### src/rtl/apb_slave_mem.sv
// APB3 completer backed by a small register file.
//
// Parameters:
//   DEPTH       number of 32-bit registers (power of two, 2..256)
//   WAIT_CYCLES wait states inserted in every access phase (0..15)
//   BASE_ADDR   byte address of register 0 (DEPTH*4 aligned)
//
// Ports:
//   clk      rising-edge clock
//   rst      synchronous active-high reset
//   psel     APB select
//   penable  APB access-phase strobe
//   pwrite   1 = write, 0 = read
//   paddr    byte address
//   pwdata   write data
//   prdata   read data, nonzero only on a completing valid read
//   pready   transfer completion (combinational)
//   pslverr  transfer error, only while pready = 1
module apb_slave_mem #(
    parameter int unsigned DEPTH       = 16,
    parameter int unsigned WAIT_CYCLES = 0,
    parameter logic [31:0] BASE_ADDR   = 32'h0000_0000
) (
    input  logic        clk,
    input  logic        rst,
    input  logic        psel,
    input  logic        penable,
    input  logic        pwrite,
    input  logic [31:0] paddr,
    input  logic [31:0] pwdata,
    output logic [31:0] prdata,
    output logic        pready,
    output logic        pslverr
);

    localparam int unsigned IDX_W     = $clog2(DEPTH);
    localparam logic [3:0]  WAIT_LAST = 4'(WAIT_CYCLES);
    localparam logic [31:0] SPAN      = 32'(DEPTH * 4);

    typedef enum logic {
        IDLE   = 1'b0,
        ACCESS = 1'b1
    } state_e;

    state_e             state_q, state_d;
    logic [3:0]         cnt_q, cnt_d;
    logic [31:0]        mem_q [DEPTH];
    logic [31:0]        mem_d [DEPTH];

    logic [31:0]        off;
    logic [IDX_W-1:0]   idx;
    logic               valid;
    logic               done;

    // Address decode relative to the window base (wrapping subtraction).
    always_comb begin
        off   = paddr - BASE_ADDR;
        idx   = off[IDX_W+1:2];
        valid = (off[1:0] == 2'b00) && (off < SPAN);
    end

    // Completion and response; reset forces every output low.
    always_comb begin
        done    = !rst && (state_q == ACCESS) && psel && penable && (cnt_q == WAIT_LAST);
        pready  = done;
        pslverr = done && !valid;
        prdata  = (done && valid && !pwrite) ? mem_q[idx] : 32'h0;
    end

    // Next-state, wait counter and register-file update.
    always_comb begin
        state_d = state_q;
        cnt_d   = cnt_q;
        mem_d   = mem_q;
        case (state_q)
            IDLE: begin
                // penable without a setup phase is ignored here
                if (psel && !penable) begin
                    state_d = ACCESS;
                    cnt_d   = 4'd0;
                end
            end
            ACCESS: begin
                if (!psel) begin
                    state_d = IDLE;             // abort
                end else if (!penable) begin
                    cnt_d   = 4'd0;             // fresh setup: restart the access
                end else if (cnt_q == WAIT_LAST) begin
                    state_d = IDLE;             // completes on this edge
                end else begin
                    cnt_d   = cnt_q + 4'd1;
                end
            end
            default: begin
                state_d = IDLE;
                cnt_d   = 4'd0;
            end
        endcase
        if (done && valid && pwrite) begin
            mem_d[idx] = pwdata;
        end
    end

    // State, counter and register file.
    always_ff @(posedge clk) begin
        if (rst) begin
            state_q <= IDLE;
            cnt_q   <= 4'd0;
            for (int unsigned i = 0; i < DEPTH; i++) begin
                mem_q[i] <= 32'h0;
            end
        end else begin
            state_q <= state_d;
            cnt_q   <= cnt_d;
            mem_q   <= mem_d;
        end
    end

endmodule

### config.mk
export PLATFORM = sky130hd
export DESIGN_NAME = apb_slave_mem
export DESIGN_NICKNAME = d
export VERILOG_FILES = /design/src/rtl/apb_slave_mem.sv
export SDC_FILE = /design/constraint.sdc
export NUM_CORES = 1
export LEC_CHECK = 0
export ABC_AREA = 0
export CORE_MARGIN = 1
export CORE_UTILIZATION = 35
export CTS_CLUSTER_SIZE = 14
export DETAILED_ROUTE_END_ITERATION = 8
export PLACE_DENSITY = 0.59
export SLEW_MARGIN = 10
export SYNTH_ARGS = -nofsm -noshare
export SYNTH_HDL_FRONTEND = slang
export SYNTH_SLANG_ARGS = --single-unit
### constraint.sdc
create_clock -name clk -period 2.9 [get_ports clk]
set_input_delay 0.725 -clock clk [delete_from_list [all_inputs] [get_ports clk]]
set_output_delay 0.725 -clock clk [all_outputs]
set_load 0.03 [all_outputs]
==> flow_summary.json, run 1 <==
{
  "drtIter0Drc": 1007,
  "place_area_um2": 28700,
  "p_int_mw": 11.9,
  "cts_tree": "done",
  "start_util_pct": 35.6,
  "vdd_drop_max_v": 0.000406,
  "htree_levels": 2,
  "coreArea_um2": 69100,
  "hold_violations": 0,
  "gp_congestion": 0.800,
  "synthXorXnorAreaFrac_pct": 0.0357,
  "syn_inst": 2141,
  "clkSinkCount": 517,
  "clkLatencyLatePin_ns": 0.62,
  "multiInputGateArea_um2": 13600,
  "synth.most_common_cell": "nand2b_1",
  "finalNetCount": 2337,
  "power.net_switching_mw": 3.45,
  "p_leak_nw": 14.0,
  "cp_max_fo": 18,
  "slew_violations": 0,
  "grt_pass1_wl_mm": 101,
  "clock_skew_ns": 0.0140,
  "ioPinCount": 103,
  "p_total_mw": 15.4,
  "clock_path_buffers": 3,
  "syn_area_per_cell_um2": 11.5,
  "period_share_pct": 119,
  "worst_slack_ns": -0.537,
  "end_kind": "output pin",
  "num_vias": 16200,
  "clkTransAtPathRegs_ns": 0.06,
  "drive_gt1_share_pct": 23.2,
  "finalSetupViolCount": 34,
  "swShare_pct": 22.5,
  "area_delta_synth_final_pct": 24.7,
  "detailedPlace.worstSlack_ns": -0.432,
  "first_global_vias": 17300,
  "worstPathRequired_ns": 2.17,
  "synth_fa_ha_area_share_pct": 0.102,
  "synth_top_family_by_area": "multiplexers",
  "tightestPinTransition_ns": 0.810,
  "antenna_cells": 0,
  "yosys-top-cells-count": "546 x nand2b_1, 544 x mux2i_1, 517 x dfxtp_1",
  "synth_edf_count": 0,
  "synthesis.area_um2": 24600,
  "start_kind": "flop",
  "min_from": "mem_q[449]",
  "violations": "setup timing",
  "synth_ff_type": "dfxtp_1",
  "ys_seq_area_share_pct": 42.1,
  "power_density_nw_per_um2": 501,
  "clock.fmax_mhz": 291,
  "hold_class": "reg -> reg",
  "first_pass_iters": 5,
  "cts-root-buf": "clkbuf_16",
  "row_count": 96,
  "hpwlAfterDp_mm": 40.8,
  "fin_setup_tns_ns": -16.18,
  "synth-seq-cells": 517,
  "seqPwrFrac_pct": 46.2,
  "drv_cap": 0,
  "die_h_um": 267,
  "synthSimpleGateAreaFrac_pct": 16.9,
  "grtUsageTotal_pct": 18.3,
  "critPathKind": "reg -> out",
  "cts_buffers": 57,
  "port_buffers": 102,
  "regArea_um2": 10400,
  "synth_nets": 2212,
  "gr-total-overflow": 0,
  "period_minus_slack_ns": 3.44,
  "yosys_warnings": 0,
  "status": "finished, violations left",
  "p_clk_share_pct": 47.6,
  "yosysUniqueCellTypes": 38,
  "drc_errors": 0,
  "synth_async_sr_flop_share_pct": 0,
  "routedWlPerCell_um": 19.9,
  "wl_mm": 64.6,
  "postRouteAntennaNets": 0,
  "nFillCells": 6277,
  "maxSlewHeadroom_pct": 46.0,
  "r2r-start": "cnt_q[0]",
  "fin_util_pct": 44.4,
  "grt_max_degree": 214,
  "stdcell_area_um2": 30600,
  "critPathLaunch": "cnt_q[0]",
  "ys_top_cells_by_area": "dfxtp_1 42%, mux2i_1 22%, nand2b_1 14%",
  "worstPathArrival_ns": 2.71,
  "holdBufCountCts": 0,
  "die-area_um2": 71200,
  "combPwrFrac_pct": 6.2,
  "antenna_found_initial": 0,
  "die_w_um": 267,
  "yosysTopAreaCellShare_pct": 42.1,
  "yosys.area.top_type": "dfxtp_1",
  "rsz0062_at_grt": "true",
  "synthMuxAreaShare_pct": 33.9,
  "drt-vias-per-instance": 5.01,
  "synth-compound-area-share_pct": 2.18
}
==> what timing repair did <==
item,CTS,global route
endpoints found under the setup margin,34,34
buffers inserted,4,3
gates resized for setup,13,8
pin swaps,2,0
==> layout by cell type (no fill, tap or decap), types with 3 or more instances in the layout <==
master / Yosys / final
nand2b_1: 546 / 546
mux2i_1: 544 / 542
dfxtp_1: 517 / 515
buf_4: 6 / 135
mux4_2: 128 / 128
buf_12: 0 / 89
clkdlybuf4s50_1: 0 / 63
clkbuf_16: 0 / 57
nor2b_1: 32 / 32
a211oi_4: 0 / 32
a211oi_2: 0 / 19
clkbuf_8: 0 / 16
nand4_4: 7 / 14
a211oi_1: 64 / 13
nor2_1: 13 / 13
clkbuf_1: 146 / 12
clkinv_2: 0 / 9
buf_6: 22 / 8
nor4_1: 7 / 7
nor3_1: 6 / 6
inv_1: 6 / 4
a21oi_1: 4 / 4
bufinv_16: 0 / 4
inv_6: 0 / 3
clkinvlp_4: 0 / 3
==> flip-flops by register name (all words and copies together) (netlist names) <==
| name | flops |
|---|---|
| mem_q | 512 |
| state_q | 1 |
| cnt_q | 4 |
==> per-stage QoR <==
| step | cells | hold slack (ns) |
|---|---|---|
| final | 3241 | 0.471 |
| after global routing | 3241 | 0.488 |
| after CTS | 3240 | 0.474 |
| after detailed placement | 3133 | 0.464 |
| after global placement | 3133 | 0.455 |
| after floorplan | 2141 | 0.445 |
==> per-layer routing <==
metal	share of wire (%)	GRT usage [%]	routed length (µm)	vias up
met4	1.9	4.26	1240	0
met2	47	30.5	30500	276
li1	-	-	-	7680
met1	47	24.9	30400	8211
met5	0	0	0	-
met3	3.8	2.84	2460	82
==> kinds of logic after synthesis <==
family / count (synthesis)
adder cells (fa/ha/maj): 2
XOR/XNOR: 1
flip-flops: 517
AO/OA/AOI/OAI: 73
buffers and inverters: 238
AND/OR/NAND/NOR: 638
multiplexers: 672
==> final cells by class <==
cell class              instances  share of cell area (%)
clock buffers                  84                    5.48
clock inverters                19                   0.698
inverters                       6                  0.0735
multi-input cells            1386                    44.5
flip-flops and latches        517                    33.8
well taps                     931                    3.80
repair buffers                298                    11.6
==> worst max-delay path: stages (launching register included) <==
cell and delay (ns):
dfxtp_2 0.32, inv_2 0.06, ha_4 0.12, or3b_4 0.39
nor4_4 0.23, buf_6 0.18, nand4b_4 0.13, buf_12 0.22
a211oi_4 0.26, buf_12 0.16
==> final timing paths <==
check / to / slack (ns) / cells past startpoint
worst max-delay path: prdata[7] / -0.54 / 9
worst min-delay path: mem_q[449] / 0.47 / 2
worst max register to register: mem_q[439] / 0.11 / 13
worst min register to register: mem_q[449] / 0.47 / 2
==> power by group through the flow <==
stage | logic (mW) | clock network [mW] | registers, mW
3_5_place_dp | 0.956 | 0 | 7.26
2_1_floorplan | 0.549 | 0 | 7.26
4_1_cts | 0.960 | 7.50 | 7.10
5_1_grt | 1.01 | 7.79 | 7.10
6_report | 0.949 | 7.31 | 7.10
3_3_place_gp | 0.948 | 0 | 7.26
(Power assumes the default switching activity.)
==> run 2, diff against run 1 <==
Settings changed: CORE_MARGIN 1 to unset.
==> results of run 2 <==
No change in the layout: final DEF, timing and power equal those of run 1.
==> run 3, diff against run 2 <==
Settings changed: CAP_MARGIN set to 25, GPL_ROUTABILITY_DRIVEN set to 0, PLACE_DENSITY 0.59 to 0.57.
Clock period 2.9 ns to 3.8 ns, I/O delays scaled along.
==> run 3 against run 2 <==
Compared with the run above: the flow now finishes without violations; critical path depth shrank 1; clock skew is essentially flat; flip-flop and latch count is the same; global-route usage is 0.18 points higher; hold slack better by 0.00090 ns; die area is the same; core utilization shrank 1.9 points.
==> flow_summary.json, run 3 (synthesis results as in run 1) <==
{
  "first_pass_iters": 4,
  "cts_tree": "done",
  "period_share_pct": 99.5,
  "drc_errors": 0,
  "stdcell_area_um2": 29300,
  "maxSlewHeadroom_pct": 41.0,
  "fin_setup_tns_ns": 0,
  "die_h_um": 267,
  "postRouteAntennaNets": 0,
  "rsz0062_at_grt": "true",
  "area_delta_synth_final_pct": 19.4,
  "drive_gt1_share_pct": 19.7,
  "status": "finished clean",
  "gr-total-overflow": 0,
  "cp_top_family": "buffers and inverters",
  "grt_max_degree": 239,
  "vdd_drop_max_v": 0.000325,
  "cts-root-buf": "clkbuf_16",
  "nFillCells": 6413,
  "worstPathArrival_ns": 2.83,
  "clkLatencyLatePin_ns": 0.61,
  "cp_max_fo": 18,
  "place_area_um2": 27200,
  "wl_mm": 65.3,
  "layout_common_cells": "546 x nand2b_1, 544 x mux2i_1, 516 x dfxtp_1",
  "tightestPinTransition_ns": 0.885,
  "row_count": 96,
  "port_buffers": 102,
  "crit_path_cell_trace": "clkdlybuf4s50_1, nor4_2, and3_2, nand4b_4, buf_12, a211oi_2, buf_4, buf_12",
  "die-area_um2": 71200,
  "clock_skew_ns": 0.0136,
  "hpwlAfterDp_mm": 39.5,
  "die_w_um": 267,
  "multiInputGateArea_um2": 13300,
  "end_kind": "output pin",
  "ioPinCount": 103,
  "antenna_cells": 0,
  "first_global_vias": 16800,
  "drtIter0Drc": 717,
  "coreArea_um2": 69100,
  "finalSetupViolCount": 0,
  "worstPathRequired_ns": 2.85,
  "drt-vias-per-instance": 5.02,
  "grt_pass1_wl_mm": 102,
  "cts_buffers": 57,
  "postCtsSetupRepairBufs": 0,
  "holdBufCountCts": 0,
  "crit_path_max_incr_delay_ns": 0.44,
  "p_leak_nw": 13.5,
  "regMostFlops": "mem_q",
  "r2r_slack_ns": 0.98,
  "top_regs": "mem_q: 512 flops, cnt_q: 4 flops, state_q: 1 flops",
  "start_kind": "input port",
  "period_minus_slack_ns": 3.78,
  "slew_violations": 0,
  "antenna_found_initial": 2,
  "clkSinkCount": 517,
  "clock.fmax_mhz": 264,
  "p_total_mw": 11.6,
  "start_util_pct": 35.6,
  "crit_buf_inv": 4,
  "hold_violations": 0,
  "clkTransAtPathRegs_ns": 0.06,
  "grtUsageTotal_pct": 18.5,
  "largest_reg_flops": 512,
  "cp_common_cell": "buf_12",
  "finalNetCount": 2268,
  "drv_cap": 0,
  "htree_levels": 2,
  "final_common_cell": "nand2b_1",
  "clock_path_buffers": 3,
  "routedWlPerCell_um": 20.6,
  "power_density_nw_per_um2": 395,
  "num_vias": 15900,
  "hold_class": "reg -> reg",
  "cp_slowest_cell": "clkdlybuf4s50_1",
  "regArea_um2": 10400,
  "critPathKind": "in -> out"
}
==> run 3: path summary, 6_finish.rpt <==
check,cells past startpoint,end,startpoint
max,8,prdata[17],paddr[16]
min,2,mem_q[86],mem_q[86]
max reg2reg,9,mem_q[339],cnt_q[0]
min reg2reg,2,mem_q[86],mem_q[86]
==> run 3: worst reg2reg max path: cells and delay by family (launching register included) <==
kind	cells	cell delay, ns
flip-flops	1	0.34
buffers and inverters	4	0.98
adder cells (fa/ha/maj)	1	0.14
multiplexers	1	0.16
AND/OR/NAND/NOR	3	1.07
==> run 3: layout make-up <==
cell class              instances  area share, %
clock inverters                13          0.337
inverters                       6         0.0768
clock buffers                  94           6.10
repair buffers                229           8.83
multi-input cells            1386           45.4
well taps                     931           3.97
flip-flops and latches        517           35.3
==> run 3: metrics by stage <==
stage                     worst slack [ns]  instances  util, %  hold slack [ns]
after global routing               -0.0928       3176     42.5            0.485
after detailed placement            -0.182       3069     39.4            0.462
final                               0.0175       3176     42.5            0.472
after global placement              -0.165       3069     39.4            0.456
after floorplan                    -0.0604       2141        -            0.445
after CTS                          -0.0234       3176     42.3            0.473
==> run 3: power breakdown <==
| part | switching, mW | leakage (nW) | internal [mW] |
|---|---|---|---|
| Sequential | 0.000336 | 4.16 | 5.42 |
| Clock | 2.28 | 0.931 | 3.26 |
| Combinational | 0.341 | 8.41 | 0.299 |
| Total | 2.62 | 13.5 | 8.98 |
==> run 3: routing by layer <==
metal / vias up / GRT usage (%) / part of all wire (%)
li1: 7587 / - / -
met1: 8044 / 25.1 / 47
met2: 203 / 30.8 / 48
met3: 93 / 2.39 / 3.0
met4: 4 / 5.20 / 2.1
met5: - / 0 / 0.038
==> run 3: repair_timing <==
item / CTS / global route
endpoints found under the setup margin: 32 / 29
gates resized for setup: 25 / 21
pin swaps: 1 / 0
endpoints found under the hold margin: 0 / 0
